==> src/rtl/fdl_thermo_ctrl.sv <==
// rtl/fdl_thermo_ctrl.sv - fine delay line thermometer-code loop controller
// Ports:
//   clk_in       rising-edge clock
//   rst          synchronous active-high reset
//   en           loop enable
//   pd_up/pd_dn  phase detector requests for more/less delay
//   Q            registered thermometer code to the FDL, ones filled from the MSB
//   update       one-cycle pulse when Q changes
//   coarse_inc   one-cycle pulse when the fine range wraps upward
//   coarse_dec   one-cycle pulse when the fine range wraps downward
//   lock         registered; loop is dithering around its final position
module fdl_thermo_ctrl #(
   parameter int FILT_LEN = 8,
   parameter int VOTE_TH  = 5,
   parameter int SETTLE   = 4,
   parameter int LOCK_CNT = 4
) (
   input  logic       clk_in,
   input  logic       rst,
   input  logic       en,
   input  logic       pd_up,
   input  logic       pd_dn,
   output logic [5:0] Q,
   output logic       update,
   output logic       coarse_inc,
   output logic       coarse_dec,
   output logic       lock
);

   typedef enum logic [1:0] {S_IDLE, S_ACCUM, S_DECIDE, S_SETTLE} state_t;
   typedef enum logic [1:0] {DIR_NONE, DIR_UP, DIR_DN} dir_t;

   localparam logic [7:0]  SMP_LAST = 8'(FILT_LEN - 1);
   localparam logic [7:0]  VOTE     = 8'(VOTE_TH);
   localparam logic [15:0] SET_LAST = 16'(SETTLE - 1);
   localparam logic [7:0]  LOCK_TH  = 8'(LOCK_CNT);
   localparam logic [5:0]  ALL_ONES = 6'h3F;

   state_t      state_q, state_d;
   dir_t        last_dir_q, last_dir_d;
   logic [7:0]  smp_cnt_q, smp_cnt_d;
   logic [7:0]  up_cnt_q, up_cnt_d;
   logic [7:0]  dn_cnt_q, dn_cnt_d;
   logic [15:0] set_cnt_q, set_cnt_d;
   logic [7:0]  rev_cnt_q, rev_cnt_d;
   logic [2:0]  lvl_q, lvl_d;
   logic [5:0]  q_q, q_d;
   logic        update_q, update_d;
   logic        coarse_inc_q, coarse_inc_d;
   logic        coarse_dec_q, coarse_dec_d;
   logic        lock_q, lock_d;
   logic [7:0]  rev_inc;

   always_comb begin
      state_d      = state_q;
      last_dir_d   = last_dir_q;
      smp_cnt_d    = smp_cnt_q;
      up_cnt_d     = up_cnt_q;
      dn_cnt_d     = dn_cnt_q;
      set_cnt_d    = set_cnt_q;
      rev_cnt_d    = rev_cnt_q;
      lvl_d        = lvl_q;
      lock_d       = lock_q;
      update_d     = 1'b0;
      coarse_inc_d = 1'b0;
      coarse_dec_d = 1'b0;
      // saturating increment so rev_cnt never wraps back below the lock threshold
      rev_inc      = (rev_cnt_q < LOCK_TH) ? rev_cnt_q + 8'd1 : rev_cnt_q;

      if (!en) begin
         // dropping enable discards the window; position and direction history survive
         state_d   = S_IDLE;
         rev_cnt_d = 8'd0;
         lock_d    = 1'b0;
      end else begin
         case (state_q)
            S_IDLE: begin
               state_d   = S_ACCUM;
               smp_cnt_d = 8'd0;
               up_cnt_d  = 8'd0;
               dn_cnt_d  = 8'd0;
            end
            S_ACCUM: begin
               smp_cnt_d = smp_cnt_q + 8'd1;
               if (pd_up && !pd_dn) up_cnt_d = up_cnt_q + 8'd1;
               if (pd_dn && !pd_up) dn_cnt_d = dn_cnt_q + 8'd1;
               if (smp_cnt_q == SMP_LAST) state_d = S_DECIDE;
            end
            S_DECIDE: begin
               state_d   = S_SETTLE;
               set_cnt_d = 16'd0;
               if (up_cnt_q >= VOTE) begin
                  update_d   = 1'b1;
                  last_dir_d = DIR_UP;
                  if (lvl_q == 3'd6) begin
                     lvl_d        = 3'd0;
                     coarse_inc_d = 1'b1;
                     rev_cnt_d    = 8'd0;
                  end else begin
                     lvl_d     = lvl_q + 3'd1;
                     rev_cnt_d = (last_dir_q == DIR_DN) ? rev_inc : 8'd0;
                  end
               end else if (dn_cnt_q >= VOTE) begin
                  update_d   = 1'b1;
                  last_dir_d = DIR_DN;
                  if (lvl_q == 3'd0) begin
                     lvl_d        = 3'd6;
                     coarse_dec_d = 1'b1;
                     rev_cnt_d    = 8'd0;
                  end else begin
                     lvl_d     = lvl_q - 3'd1;
                     rev_cnt_d = (last_dir_q == DIR_UP) ? rev_inc : 8'd0;
                  end
               end else begin
                  rev_cnt_d = rev_inc;
               end
               lock_d = (rev_cnt_d >= LOCK_TH);
            end
            S_SETTLE: begin
               set_cnt_d = set_cnt_q + 16'd1;
               if (set_cnt_q == SET_LAST) begin
                  state_d   = S_ACCUM;
                  smp_cnt_d = 8'd0;
                  up_cnt_d  = 8'd0;
                  dn_cnt_d  = 8'd0;
               end
            end
            default: state_d = S_IDLE;
         endcase
      end

      q_d = ALL_ONES << (3'd6 - lvl_d);
   end

   always_ff @(posedge clk_in) begin
      if (rst) begin
         state_q      <= S_IDLE;
         last_dir_q   <= DIR_NONE;
         smp_cnt_q    <= 8'd0;
         up_cnt_q     <= 8'd0;
         dn_cnt_q     <= 8'd0;
         set_cnt_q    <= 16'd0;
         rev_cnt_q    <= 8'd0;
         lvl_q        <= 3'd3;
         q_q          <= 6'b111000;
         update_q     <= 1'b0;
         coarse_inc_q <= 1'b0;
         coarse_dec_q <= 1'b0;
         lock_q       <= 1'b0;
      end else begin
         state_q      <= state_d;
         last_dir_q   <= last_dir_d;
         smp_cnt_q    <= smp_cnt_d;
         up_cnt_q     <= up_cnt_d;
         dn_cnt_q     <= dn_cnt_d;
         set_cnt_q    <= set_cnt_d;
         rev_cnt_q    <= rev_cnt_d;
         lvl_q        <= lvl_d;
         q_q          <= q_d;
         update_q     <= update_d;
         coarse_inc_q <= coarse_inc_d;
         coarse_dec_q <= coarse_dec_d;
         lock_q       <= lock_d;
      end
   end

   assign Q          = q_q;
   assign update     = update_q;
   assign coarse_inc = coarse_inc_q;
   assign coarse_dec = coarse_dec_q;
   assign lock       = lock_q;

endmodule

==> config.mk <==
export PLATFORM = sky130hd
export DESIGN_NAME = fdl_thermo_ctrl
export DESIGN_NICKNAME = d
export VERILOG_FILES = /design/src/rtl/fdl_thermo_ctrl.sv
export SDC_FILE = /design/constraint.sdc
export NUM_CORES = 1
export LEC_CHECK = 0
export BUFFER_PORTS_ARGS = -buffer_cell sky130_fd_sc_hd__buf_2
export CAP_MARGIN = 10
export CELL_PAD_IN_SITES_DETAIL_PLACEMENT = 1
export CELL_PAD_IN_SITES_GLOBAL_PLACEMENT = 2
export CORE_MARGIN = 2
export CORE_UTILIZATION = 41
export CTS_CLUSTER_DIAMETER = 80
export CTS_CLUSTER_SIZE = 30
export DETAILED_ROUTE_END_ITERATION = 6
export PLACE_DENSITY = 0.9
export SYNTH_ARGS = -nofsm -noshare
export SYNTH_HDL_FRONTEND = slang
export SYNTH_SLANG_ARGS = --single-unit
export TNS_END_PERCENT = 20
==> constraint.sdc <==
create_clock -name clk_in -period 4.7 [get_ports clk_in]
set_input_delay 0.47 -clock clk_in [delete_from_list [all_inputs] [get_ports clk_in]]
set_output_delay 0.47 -clock clk_in [all_outputs]
set_load 0.02 [all_outputs]
# Word level (Yosys, flattened, before mapping)
# Index checks and enable logic that the tools add are counted.
dict set report word_totals {
  ff_bits 65
  inputBits 5
}
dict set report op_classes {
  add_sub_neg 8
  order_cmp 4
  eq_ne 12
  shift 1
  n_mux 31
  bitwise_logic 4
  n_reduce_logical 19
}
# op count
set op_table {}
lappend op_table {{2-to-1 mux 8 bit} 12}
lappend op_table {{one-hot mux 8 bit (3 select lines)} 3}
lappend op_table {{adder 8 x 1 -> 8 bit, second input constant} 4}
lappend op_table {{one-hot mux 16 bit (2 select lines)} 1}
lappend op_table {{>= comparator 8 x 3 -> 1 bit, second input constant} 3}
lappend op_table {{2-to-1 mux 3 bit} 6}
lappend op_table {{adder 16 x 1 -> 16 bit, second input constant} 1}
lappend op_table {{== test 16 x 2 -> 1 bit, second input constant} 1}
lappend op_table {{== test 8 x 3 -> 1 bit, second input constant} 1}
lappend op_table {{< comparator 8 x 3 -> 1 bit, second input constant} 1}
lappend op_table {{2-to-1 mux 2 bit} 4}
lappend op_table {{inequality test 2 bit, second input constant} 4}
lappend op_table {{one-hot mux 2 bit (4 select lines)} 1}
lappend op_table {{AND reduction 4 bit} 2}
lappend op_table {{== test 2 bit, second input constant} 3}
lappend op_table {{AND reduction 3 bit} 2}
lappend op_table {{left shift 6 x 3 -> 6 bit, first input constant} 1}
lappend op_table {{OR reduction 5 bit} 1}
lappend op_table {{== test 2 x 1 -> 1 bit, second input constant} 2}
lappend op_table {{2-to-1 mux 1 bit} 4}
lappend op_table {{inverter 1 bit} 4}
lappend op_table {{AND reduction 2 bit} 2}
lappend op_table {{nonzero test 2 bit} 2}
lappend op_table {{OR reduction 4 bit} 1}
lappend op_table {{11 further kinds} 13}

# Logic depth before layout (Yosys ltp)
# Gate-level depths: netlist of the first run.
dict set report logic_depth {
  ltp_word 9
  mapped_depth 13
}

# Least setup slack after synthesis of the first run
# No wires, ideal clock.
dict set report synth_timing {
  path_type {register -> register}
  startpoint {register up_cnt_q[5]}
  endpoint {register q_q[4] (netlist: Q[4])}
  setup_time_ps 133
  t_arrival_ps 2799
  required_time_ps 4567
  setup_slack_ps 1768
  path_stages_with_launch 11
  period_less_slack_ps 2932
  path_cell_list {dfxtp_1 -> or4_1 -> a211o_1 -> clkbuf_1 -> a22oi_1 -> o31ai_1 -> ha_1 -> or2_2 -> buf_1 -> a2111oi_0 -> nor3_1}
}
dict set report synth_via {
  elab_chain_len 6
}
# item line
set synth_rtl {}
lappend synth_rtl {{from (decl)} 42} ;# logic [7:0] up_cnt_q, up_cnt_d;
lappend synth_rtl {{from (signal assigned)} 154} ;# up_cnt_q <= up_cnt_d;
lappend synth_rtl {{>= comparator 8 x 3 -> 1 bit} 92} ;# if (up_cnt_q >= VOTE) begin
lappend synth_rtl {{2-to-1 mux 3 bit} 92}
lappend synth_rtl {{2-to-1 mux 3 bit} 76} ;# case (state_q)
lappend synth_rtl {{2-to-1 mux 3 bit} 70} ;# if (!en) begin
lappend synth_rtl {{named net lvl_d[0]} 46} ;# logic [2:0] lvl_q, lvl_d;
lappend synth_rtl {{subtractor 3 bit} 132} ;# q_d = ALL_ONES << (3'd6 - lvl_d);
lappend synth_rtl {{left shift 6 x 3 -> 6 bit} 132}
lappend synth_rtl {{to (signal assigned)} 159} ;# q_q <= q_d;
lappend synth_rtl {{to (decl)} 47} ;# logic [5:0] q_q, q_d;
# The timed path passes the listed nets, and every way through them passes these cells.
# A chain may end at the register's enable or synchronous reset.

# Worst setup path in the final report of the first run
dict set report layout_timing {
  startpoint {register up_cnt_q[6]}
  endpoint {register q_q[4] (netlist: Q[4])}
}
# Same word-level chain as after synthesis.

==> reports/results.tsv, run 1 <==
stage	metric	value	unit
synthesis	count leader, synth	dfxtp_1	
floorplan	num rows	33	
power	PD cells	301.0	nW/um^2
power	Static Leakage	0.001459	uW
clock_tree	Hold Buf Count CTS	0	
clock_tree	CTS resizes	0	
worst_setup_path	Worst Setup Path Type	reg2reg	
synthesis	synthesized area per cell	8.787	sq um
clock_tree	CTS max path bufs	2	
synthesis	post-synth top area share	37.40	%
final_layout	share of cells above drive strength 1	12.56	%
synthesis	distinct cell type count after synthesis	65	
min_path	hold path start	rev_cnt_q[7]	
place	GPL Wtd Cong	0.8066	
synthesis	mux share of post-synthesis cell area	0.2877	%
clock_tree	clk slew on worst S/H paths	80	ps
final_layout	Area growth syn-to-layout	11.29	%
global_route	initial antenna violation count	0	
route	post-route ant nets	0	
clock_tree	H-Tree Level Count	3	
global_route	number of global-route vias before repair	2924	
floorplan	# IOs	15	
clock_tree	CTS tree	yes	
route	DRC viols	0	
floorplan	Initial Util	42.35	%
timing	fin crit period	3256	ps
synthesis	XOR/XNOR Fraction of Synth Area	7.048	%
timing	Post-Route Skew	5.543	ps
synthesis	register area share after synthesis	37.40	%
place	placed instance area	3646	sq um
worst_setup_path	crit path from	up_cnt_q[6]	
floorplan	core area	8217	sq um
timing	count of pins over their slew limit	0	
min_path	hold crit path type	reg2reg	
clock_tree	Post-CTS Setup Inserts	0	
timing	Final TNS setup	0	ps
timing	hold slack	463.5	ps
synthesis	adder-cell share of the synthesized area	7.911	%
timing	period utilization	69.28	%
place	Placement Setup Slack	1450	ps
route	Iteration-0 DRC Markers	86	
timing	Worst-Margin Slew	1023	ps
flow_run	total of max-cap violations	0	
route	routed vias/inst	5.705	
place	Post-DP HPWL	6.145	mm
clock_tree	clk_lat worst skew	340	ps
timing	fmax	307.1	MHz
synthesis	Synth Area in Simple Gates	26.97	%
worst_setup_path	Worst R2R Setup Slack	1440	ps
synthesis	top post-synthesis cells by count	dfxtp_1, nor2_1, nand2_1	
global_route	gr usage total	20.26	%
synthesis	synthesized area	3480	sq um
clock_tree	clock root cell	clkbuf_8	
synthesis	Post-Synthesis Net Count	423	
place	count of buffers from port buffering	14	
final_layout	Layout Nets	436	
synthesis	YS warnings	0	
synthesis	Cells after Synth	396	
power	Peak supply drop	0.1607	mV
outcome	status	finished clean	
synthesis	compound-cell area share of the yosys netlist	16.90	%
timing	RSZ-0062 raised after global routing	no	
final_layout	Final Non-Filler Cells	519	
timing	final setup margin	1444	ps
synthesis	main combinational cell family by area after synthesis	simple AND/OR/NAND/NOR gates	
worst_setup_path	crit path DAT	3470	ps
clock_tree	clock sink total	65	
worst_setup_path	WP data required	4920	ps
synthesis	EDFF count, synth	0	
global_route	largest net degree at the start of global routing	24	
route	routed wire length	8.721	mm
route	1st-pass router iterations	4	
synthesis	synthesized flop and latch total	65	
timing	Rel. slew slack	31.35	%
place	dpl cells	503	
final_layout	Antenna diodes	0	
timing	final setup vio count	0	
synthesis	synth top area cells	dfxtp_1, ha_1, nor2_1, xor2_1, nand3_1	
floorplan	die area	9240	sq um
route	WL/cell	16.80	microns
floorplan	die width	96.13	microns
final_layout	post-route cell area	3872	sq um
worst_setup_path	CP Launch Type	flop	
worst_setup_path	Crit Path Max Fanout	13	
floorplan	die height	96.13	microns
worst_setup_path	CP Capture Type	flop	
synthesis	Synth Flop Type	dfxtp_1	
route	Vias	2961	
synthesis	Yosys top cell by area	dfxtp_1	
timing	Hold Vio Cnt, Final	0	
worst_setup_path	worst r2r src	up_cnt_q[6]	
global_route	GR Overflow Total	0	
synthesis	Post-synth ARST share	0	%
global_route	first-pass GRT wire length	14.51	mm
clock_tree	TritonCTS Buffers	9	
## cells in the final DEF, fill, tap and decap left out, types with 9 or more instances in the layout
| cell | synthesis | final |
|---|---|---|
| dfxtp_1 | 65 | 65 |
| nor2_1 | 47 | 47 |
| nand2_1 | 24 | 24 |
| ha_1 | 22 | 22 |
| nand3_1 | 21 | 21 |
| xor2_1 | 18 | 18 |
| inv_1 | 14 | 14 |
| a21oi_1 | 14 | 14 |
| buf_2 | 1 | 14 |
| nor3_1 | 13 | 13 |
| nand4_1 | 11 | 11 |
| xnor2_1 | 10 | 10 |
| o21ai_0 | 10 | 9 |
| clkbuf_8 | 0 | 9 |
## final timing paths
check / to / cells after the start
setup / recovery: Q[4] / 9
hold / removal: rev_cnt_q[7] / 1
setup reg to reg: Q[4] / 9
hold reg to reg: rev_cnt_q[7] / 1
## registers in the layout, summed over array words and instances, names as in the netlist
signal	flops
Q	6
coarse_dec	1
coarse_inc	1
dn_cnt_q	8
last_dir_q	2
lock	1
lvl_q	3
rev_cnt_q	8
set_cnt_q	16
smp_cnt_q	8
state_q	2
up_cnt_q	8
update	1
## cells by family (layout without fill, tap and decap cells)
logic type,after synthesis,after routing
compound gates,77,77
xor+xnor,28,28
fa+ha+maj,22,22
buf+inv,31,49
flops,65,65
mux,1,1
simple gates,172,172
## per-layer routing
layer	track usage [%]	share of wire (%)	wire length (microns)	up-vias
li1	-	-	-	1462
met1	25.93	47	4103	1466
met2	33.97	50	4333	27
met3	3.915	2.2	192	6
met4	6.905	1.0	91	0
met5	0	0	0	-
## area by class of cell
| class | instances | area [sq um] |
|---|---|---|
| clock buffer | 9 | 123.9 |
| timing repair buffer | 18 | 100.1 |
| fill | 976 | 4344 |
| inverter | 15 | 56.30 |
| clock inverter | 7 | 102.6 |
| multi-input combinational | 300 | 2057 |
| sequential | 65 | 1301 |
| tap | 105 | 131.4 |
## critical path: stages, from the launching register on
cell       delay (ps)
dfxtp_1           340
or4_1             560
a211o_1           480
nor2_1            240
a22oi_1           140
o22a_1            270
ha_1              250
or2_2             370
a2111oi_0         390
nor3_1            100
## report_power, final
group	switching, uW	internal [uW]	leakage [uW]	total, uW
Combinational	43.8	16.6	0.000825	60.4
Sequential	3.62	553	0.000524	557
Clock	244	304	0.000110	548
Total	292	874	0.00146	1170
## per-stage QoR
step	utilization [%]	total power [uW]
detailed placement	44.37	630.4
finish	47.13	1166
CTS	47.13	1179
global placement	44.37	627.8
floorplan	-	611.0
global route	47.13	1211
Power figures use the tool's default switching activity.
==> run 2, diff against run 1 <==
--- a/config.mk
+++ b/config.mk
@@ -5,16 +5,17 @@
 export SDC_FILE = /design/constraint.sdc
 export NUM_CORES = 1
 export LEC_CHECK = 0
+export ABC_AREA = 1
 export BUFFER_PORTS_ARGS = -buffer_cell sky130_fd_sc_hd__buf_2
 export CAP_MARGIN = 10
 export CELL_PAD_IN_SITES_DETAIL_PLACEMENT = 1
 export CELL_PAD_IN_SITES_GLOBAL_PLACEMENT = 2
 export CORE_MARGIN = 2
-export CORE_UTILIZATION = 41
+export CORE_UTILIZATION = 32
 export CTS_CLUSTER_DIAMETER = 80
 export CTS_CLUSTER_SIZE = 30
 export DETAILED_ROUTE_END_ITERATION = 6
-export PLACE_DENSITY = 0.9
+export PLACE_DENSITY = 0.82
 export SYNTH_ARGS = -nofsm -noshare
 export SYNTH_HDL_FRONTEND = slang
 export SYNTH_SLANG_ARGS = --single-unit
==> constraint.sdc (replaced) <==
create_clock -name clk_in -period 2.75 [get_ports clk_in]
set_input_delay 0.275 -clock clk_in [delete_from_list [all_inputs] [get_ports clk_in]]
set_output_delay 0.275 -clock clk_in [all_outputs]
set_load 0.02 [all_outputs]
==> run 2 against run 1 <==
Via count grew 12%; clock skew down 1.4 ps; total power grew 100%; first-iteration DRC count grew 20%; final area is 8.3% higher; clock power is 130% higher; critical path type unchanged; largest cell class unchanged.
==> reports/results.tsv, run 2 <==
stage	metric	value	unit	change
outcome	status	finished clean		unchanged
timing	fmax	419.8	MHz	was 307.1 MHz
worst_setup_path	critical path's most frequent cell	nand2_1		
synthesis	YS warnings	0		unchanged
place	Post-DP HPWL	6.617	mm	was 6.145 mm
clock_tree	clock sink total	65		unchanged
worst_setup_path	crit path DAT	2600	ps	was 3470 ps
worst_setup_path	CP Launch Type	flop		unchanged
timing	Worst-Margin Slew	483.3	ps	was 1023 ps
power	Static Leakage	0.001738	uW	was 0.001459 uW
final_layout	Area growth syn-to-layout	15.07	%	was 11.29%
synthesis	synth top area cells	dfxtp_1, nand2_1, ha_1, nor2_1, inv_1		was dfxtp_1, ha_1, nor2_1, xor2_1, nand3_1
timing	period utilization	86.63	%	was 69.28%
worst_setup_path	Worst path max stage delay	450	ps	was 560 ps
global_route	number of global-route vias before repair	3331		was 2,924
power	PnR Total Power	2363	uW	was 1166 uW
timing	Hold Vio Cnt, Final	0		unchanged
final_layout	commonest cells after routing, fill and taps aside	nand2_1, nor2_1, inv_1, dfxtp_1		was dfxtp_1, nor2_1, nand2_1, ha_1, nand3_1
worst_setup_path	Slowest-stage cell, CP	dfxtp_1		was or4_1
power	Int Pwr	1830	uW	was 874.1 uW
global_route	gr usage total	15.41	%	was 20.26%
final_layout	max FFs per register	16		unchanged
route	post-route ant nets	0		unchanged
timing	final setup vio count	0		unchanged
final_layout	most common cell after layout, fill and taps aside	nand2_1		was dfxtp_1
floorplan	core area	10980	sq um	was 8217 sq um
floorplan	Initial Util	33.20	%	was 42.35%
timing	fin crit period	2382	ps	was 3256 ps
route	routed vias/inst	4.865		was 5.705
clock_tree	CTS tree	yes		unchanged
route	routed wire length	8.976	mm	was 8.721 mm
clock_tree	Hold Buf Count CTS	0		unchanged
floorplan	num rows	38		was 33
clock_tree	H-Tree Level Count	3		unchanged
synthesis	top post-synthesis cells by count	nand2_1, nor2_1, inv_1		was dfxtp_1, nor2_1, nand2_1
route	1st-pass router iterations	4		unchanged
clock_tree	clk_lat worst skew	330	ps	was 340 ps
route	DRC viols	0		unchanged
final_layout	share of cells above drive strength 1	10.72	%	was 12.56%
global_route	first-pass GRT wire length	15.73	mm	was 14.51 mm
route	Vias	3313		was 2,961
global_route	initial antenna violation count	0		unchanged
flow_run	total of max-cap violations	0		unchanged
synthesis	register area share after synthesis	35.69	%	was 37.40%
worst_setup_path	Worst Setup Path Type	reg2reg		unchanged
clock_tree	TritonCTS Buffers	9		unchanged
final_layout	register area	1301	sq um	unchanged
timing	Post-Route Skew	4.162	ps	was 5.543 ps
global_route	GR Overflow Total	0		unchanged
clock_tree	clk slew on worst S/H paths	60	ps	was 80 ps
synthesis	synthesized flop and latch total	65		unchanged
power	Peak supply drop	0.2668	mV	was 0.1607 mV
timing	Rel. slew slack	67.66	%	was 31.35%
clock_tree	CTS resizes	0		unchanged
place	count of buffers from port buffering	14		unchanged
clock_tree	CTS max path bufs	2		unchanged
synthesis	post-synth top area share	35.69	%	was 37.40%
power	sw frac	22.55	%	was 25.01%
final_layout	filler cell count	1374		was 976
clock_tree	clock root cell	clkbuf_16		was clkbuf_8
floorplan	# IOs	15		unchanged
final_layout	multi-input logic area	2014	sq um	was 2057 sq um
final_layout	Biggest register	set_cnt_q		unchanged
synthesis	Synth Flop Type	dfxtp_1		unchanged
route	WL/cell	13.18	microns	was 16.80 microns
synthesis	Post-Synthesis Net Count	544		was 423
floorplan	die width	110.7	microns	was 96.13 microns
power	Combinational Power Share	6.1	%	was 5.2%
power	PD cells	563.4	nW/um^2	was 301.0 nW/um^2
min_path	hold crit path type	in2reg		was reg2reg
synthesis	Yosys top cell by area	dfxtp_1		unchanged
worst_setup_path	critical-path cell list	inv_1 -> ha_1 -> nand2_1 -> nand2_1 -> nand3_1 -> nor2_1 -> nor2_1 -> nor2_1 -> a31oi_1 -> inv_1 -> ha_1 -> inv_1 -> nand2_1 -> nand3_2 -> nand2_1		was or4_1 -> a211o_1 -> nor2_1 -> a22oi_1 -> o22a_1 -> ha_1 -> or2_2 -> a2111oi_0 -> nor3_1
worst_setup_path	CP Capture Type	flop		unchanged
power	sw power	532.9	uW	was 291.5 uW
global_route	largest net degree at the start of global routing	21		was 24
final_layout	Antenna diodes	0		unchanged
power	register share of total power	40.7	%	was 47.8%
synthesis	Cells after Synth	517		was 396
timing	count of pins over their slew limit	0		unchanged
floorplan	die height	110.7	microns	was 96.13 microns
synthesis	distinct cell type count after synthesis	40		was 65
clock_tree	Post-CTS Setup Inserts	0		unchanged
floorplan	die area	12260	sq um	was 9240 sq um
timing	RSZ-0062 raised after global routing	no		unchanged
synthesis	synthesized area	3646	sq um	was 3480 sq um
place	GPL Wtd Cong	0.7543		was 0.8066
synthesis	synthesized area per cell	7.052	sq um	was 8.787 sq um
synthesis	Post-synth ARST share	0	%	unchanged
power	Clock power frac	53.2	%	was 47.0%
timing	Final TNS setup	0	ps	unchanged
route	Iteration-0 DRC Markers	103		was 86
synthesis	count leader, synth	nand2_1		was dfxtp_1
final_layout	Layout Nets	563		was 436
worst_setup_path	WP data required	2960	ps	was 4920 ps
worst_setup_path	Crit Path Max Fanout	7		was 13
synthesis	EDFF count, synth	0		unchanged
==> run 2: cell types whose count changed in the layout (fill, tap and decap cells not counted), moves of 7 or more <==
cell,before,now
and2_1,8,0
nand3_1,21,38
clkbuf_8,9,2
clkbuf_16,0,9
inv_1,14,68
and3_1,8,0
xor2_1,18,9
nor2_1,47,73
a21oi_1,14,38
nand2_1,24,106
==> run 2: worst paths after layout <==
kind,from,to,slack [ps],depth (start not counted)
max,dn_cnt_q[0],Q[3],370,15
min,en,set_cnt_q[1],280,3
max reg2reg,dn_cnt_q[0],Q[3],370,15
min reg2reg,rev_cnt_q[4],rev_cnt_q[4],450,2
==> run 2: cell families after synthesis <==
logic type | synth area share, %
AOI/OAI and AO/OA | 10.33
and+or+nand+nor | 34.25
buffers and inverters | 9.059
adders and majority gates | 7.550
xor gates and xnor gates | 3.123
DFF | 35.69
==> run 2: critical path: cells and delay by family, from the launching register on <==
family | cells | cell delay [ps]
adders and majority gates | 2 | 430
buffers and inverters | 3 | 270
DFF | 1 | 450
AOI/OAI and AO/OA | 1 | 280
and+or+nand+nor | 9 | 830
==> run 2: power groups by stage <==
stage / clock network [uW] / logic [uW] / registers, uW
3_5_place_dp: 0 / 145 / 982
2_1_floorplan: 0 / 94.7 / 982
5_1_grt: 1340 / 163 / 962
6_report: 1260 / 143 / 961
3_3_place_gp: 0 / 142 / 981
4_1_cts: 1290 / 147 / 961
==> run 2: cell type report <==
cell class,instances,share of cell area (%)
Tap cell,140,4.175
Inverter,71,6.353
Multi-Input combinational cell,370,48.02
Timing Repair Buffer,19,2.565
Sequential cell,65,31.02
Clock inverter,5,1.849
Clock buffer,11,6.024
==> run 2: metal layers <==
metal  vias to the layer above  wire length [microns]  GRT usage (%)
met5                         -                      0              0
met4                         0                    135          5.333
met3                        11                    162          2.952
met2                        22                   4189          25.40
met1                      1569                   4489          20.19
li1                       1711                      -              -
==> run 2: through the flow <==
stage	setup WS [ps]	hold WS, ps	std cells	cell area (sq um)	util [%]
3_3_place_gp	538.3	433.7	665	3865	35.19
4_1_cts	343.2	273.1	681	4195	38.20
6_report	367.7	280.6	681	4195	38.20
3_5_place_dp	398.8	438.2	665	3865	35.19
2_1_floorplan	753.8	416.3	517	3646	-
5_1_grt	108.3	285.5	681	4195	38.20
==> run 3, diff against run 2 <==
--- a/config.mk
+++ b/config.mk
@@ -16,6 +16,7 @@
 export CTS_CLUSTER_SIZE = 30
 export DETAILED_ROUTE_END_ITERATION = 6
 export PLACE_DENSITY = 0.82
+export RECOVER_POWER = 25
 export SYNTH_ARGS = -nofsm -noshare
 export SYNTH_HDL_FRONTEND = slang
 export SYNTH_SLANG_ARGS = --single-unit
==> run 3 against run 2 <==
Worst hold slack lost 22 ps; final area shrank 0.95%; clock-buffer cell count is the same; via count grew 0.24%; total power is essentially flat; global-route usage is the same; maximum frequency shrank 0.27%; first-iteration DRC count shrank 4.9%; clock skew shrank 0.95 ps; highest routed layer unchanged.
==> reports/results.tsv, run 3 (synthesis results as in run 2) <==
stage	metric	value	unit	change
worst_setup_path	Worst Path Buf+Inv	2		was 3
timing	period utilization	86.87	%	was 86.63%
final_layout	post-route cell area	4155	sq um	was 4195 sq um
final_layout	share of cells above drive strength 1	8.318	%	was 10.72%
final_layout	register area	1301	sq um	unchanged
place	Post-DP HPWL	6.617	mm	unchanged
floorplan	die width	110.7	microns	unchanged
timing	Post-Route Skew	3.208	ps	was 4.162 ps
worst_setup_path	crit path DAT	2610	ps	was 2600 ps
timing	Rel. slew slack	68.67	%	was 67.66%
route	DRC viols	0		unchanged
final_layout	Antenna diodes	0		unchanged
timing	fmax	418.6	MHz	was 419.8 MHz
route	routed wire length	8.988	mm	was 8.976 mm
final_layout	Area growth syn-to-layout	13.97	%	was 15.07%
clock_tree	CTS resizes	0		unchanged
worst_setup_path	WP data required	2980	ps	was 2960 ps
worst_setup_path	Slowest-stage cell, CP	nand2_1		was dfxtp_1
final_layout	commonest cells after routing, fill and taps aside	nand2_1, nor2_1, inv_1, dfxtp_1, nand3_1		was nand2_1, nor2_1, inv_1, dfxtp_1
timing	Worst-Margin Slew	468.3	ps	was 483.3 ps
clock_tree	clock sink total	65		unchanged
floorplan	Initial Util	33.20	%	unchanged
clock_tree	CTS tree	yes		unchanged
global_route	gr usage total	15.41	%	unchanged
final_layout	most common cell after layout, fill and taps aside	nand2_1		unchanged
power	Peak supply drop	0.2667	mV	was 0.2668 mV
floorplan	die area	12260	sq um	unchanged
timing	Final TNS setup	0	ps	unchanged
power	PD cells	568.6	nW/um^2	was 563.4 nW/um^2
final_layout	Layout Nets	563		unchanged
floorplan	num rows	38		unchanged
floorplan	# IOs	15		unchanged
global_route	number of global-route vias before repair	3331		unchanged
clock_tree	CTS max path bufs	2		unchanged
floorplan	core area	10980	sq um	unchanged
timing	fin crit period	2389	ps	was 2382 ps
final_layout	max FFs per register	16		unchanged
outcome	status	finished clean		unchanged
min_path	hold crit path type	in2reg		unchanged
power	Static Leakage	0.001694	uW	was 0.001738 uW
worst_setup_path	CP Capture Type	flop		unchanged
clock_tree	Hold Buf Count CTS	0		unchanged
clock_tree	H-Tree Level Count	3		unchanged
place	GPL Wtd Cong	0.7543		unchanged
clock_tree	clock root cell	clkbuf_16		unchanged
timing	final setup vio count	0		unchanged
worst_setup_path	Worst path max stage delay	350	ps	was 450 ps
clock_tree	TritonCTS Buffers	9		unchanged
place	count of buffers from port buffering	14		unchanged
timing	Hold Vio Cnt, Final	0		unchanged
final_layout	multi-input logic area	1987	sq um	was 2014 sq um
global_route	largest net degree at the start of global routing	21		unchanged
worst_setup_path	CP Launch Type	flop		unchanged
worst_setup_path	Worst Setup Path Type	reg2reg		unchanged
flow_run	total of max-cap violations	0		unchanged
clock_tree	clk_lat worst skew	330	ps	about the same
timing	count of pins over their slew limit	0		unchanged
clock_tree	clk slew on worst S/H paths	50	ps	was 60 ps
route	1st-pass router iterations	4		unchanged
route	WL/cell	13.20	microns	was 13.18 microns
global_route	GR Overflow Total	0		unchanged
route	post-route ant nets	0		unchanged
final_layout	filler cell count	1380		was 1,374
global_route	initial antenna violation count	0		unchanged
floorplan	die height	110.7	microns	unchanged
global_route	first-pass GRT wire length	15.73	mm	unchanged
worst_setup_path	Top Family by Delay on Critical Path	simple AND/OR/NAND/NOR gates		unchanged
worst_setup_path	Crit Path Max Fanout	8		was 7
route	routed vias/inst	4.877		was 4.865
final_layout	Biggest register	set_cnt_q		unchanged
place	placed instance area	3865	sq um	unchanged
route	Iteration-0 DRC Markers	98		was 103
clock_tree	Post-CTS Setup Inserts	0		unchanged
route	Vias	3321		was 3,313
worst_setup_path	critical-path cell list	inv_1 -> ha_1 -> nand2_1 -> nand2_1 -> nand3_1 -> nor3_4 -> nand3_2 -> nor2_1 -> nor2_1 -> o21ai_0 -> inv_1		was inv_1 -> ha_1 -> nand2_1 -> nand2_1 -> nand3_1 -> nor2_1 -> nor2_1 -> nor2_1 -> a31oi_1 -> inv_1 -> ha_1 -> inv_1 -> nand2_1 -> nand3_2 -> nand2_1
timing	RSZ-0062 raised after global routing	no		unchanged
-- run 3: changes by cell type in the layout (fill, tap and decap cells not counted) --
cell | previous run | this run
buf_2 | 14 | 4
nand3_1 | 38 | 39
nand2_4 | 2 | 0
nand2_1 | 106 | 108
nand3_4 | 2 | 1
clkbuf_1 | 0 | 10
-- run 3: worst min-delay path, stage by stage --
cell	delay [ps]
buf_2	130
nand3_1	70
a21oi_1	60
-- run 3: worst paths after layout --
path | from | to | slack (ps) | cells after the start
worst max-delay path | state_q[0] | set_cnt_q[9] | 360 | 11
worst min-delay path | en | set_cnt_q[1] | 260 | 3
worst max register to register | state_q[0] | set_cnt_q[9] | 360 | 11
worst min register to register | rev_cnt_q[4] | rev_cnt_q[4] | 450 | 2
-- run 3: through the flow --
step / setup slack, ps / util (%) / hold slack, ps / instances / power (uW)
after global placement: 538.3 / 35.19 / 433.7 / 665 / 1123
after detailed placement: 398.8 / 35.19 / 438.2 / 665 / 1127
final: 361.1 / 37.83 / 258.6 / 681 / 2363
after floorplan: 753.8 / - / 416.3 / 517 / 1077
after global routing: 106.9 / 37.83 / 267.7 / 681 / 2460
after CTS: 343.2 / 38.20 / 273.1 / 681 / 2403
-- run 3: power breakdown --
group | internal (uW) | switching, uW | total, uW | leakage, uW
clock | 839 | 421 | 1260 | 0.000162
combinational | 38.3 | 102 | 141 | 0.00101
sequential | 952 | 9.71 | 962 | 0.000525
total | 1830 | 533 | 2360 | 0.00169
-- run 3: per-layer routing --
layer,vias to the layer above,global-route usage [%],wire length [microns],share of wire (%)
li1,1716,-,-,-
met1,1565,20.19,4496,50
met2,29,25.40,4179,46
met3,11,2.952,180,2.0
met4,0,5.333,132,1.5
met5,-,0,0,0
-- run 3: cell type report --
cell class / instances / share of cell area, %
multi-input cells: 370 / 47.82
flip-flops and latches: 65 / 31.32
inverters: 71 / 6.414
clock buffers: 11 / 6.082
well taps: 140 / 4.216
repair buffers: 19 / 2.288
clock inverters: 5 / 1.867
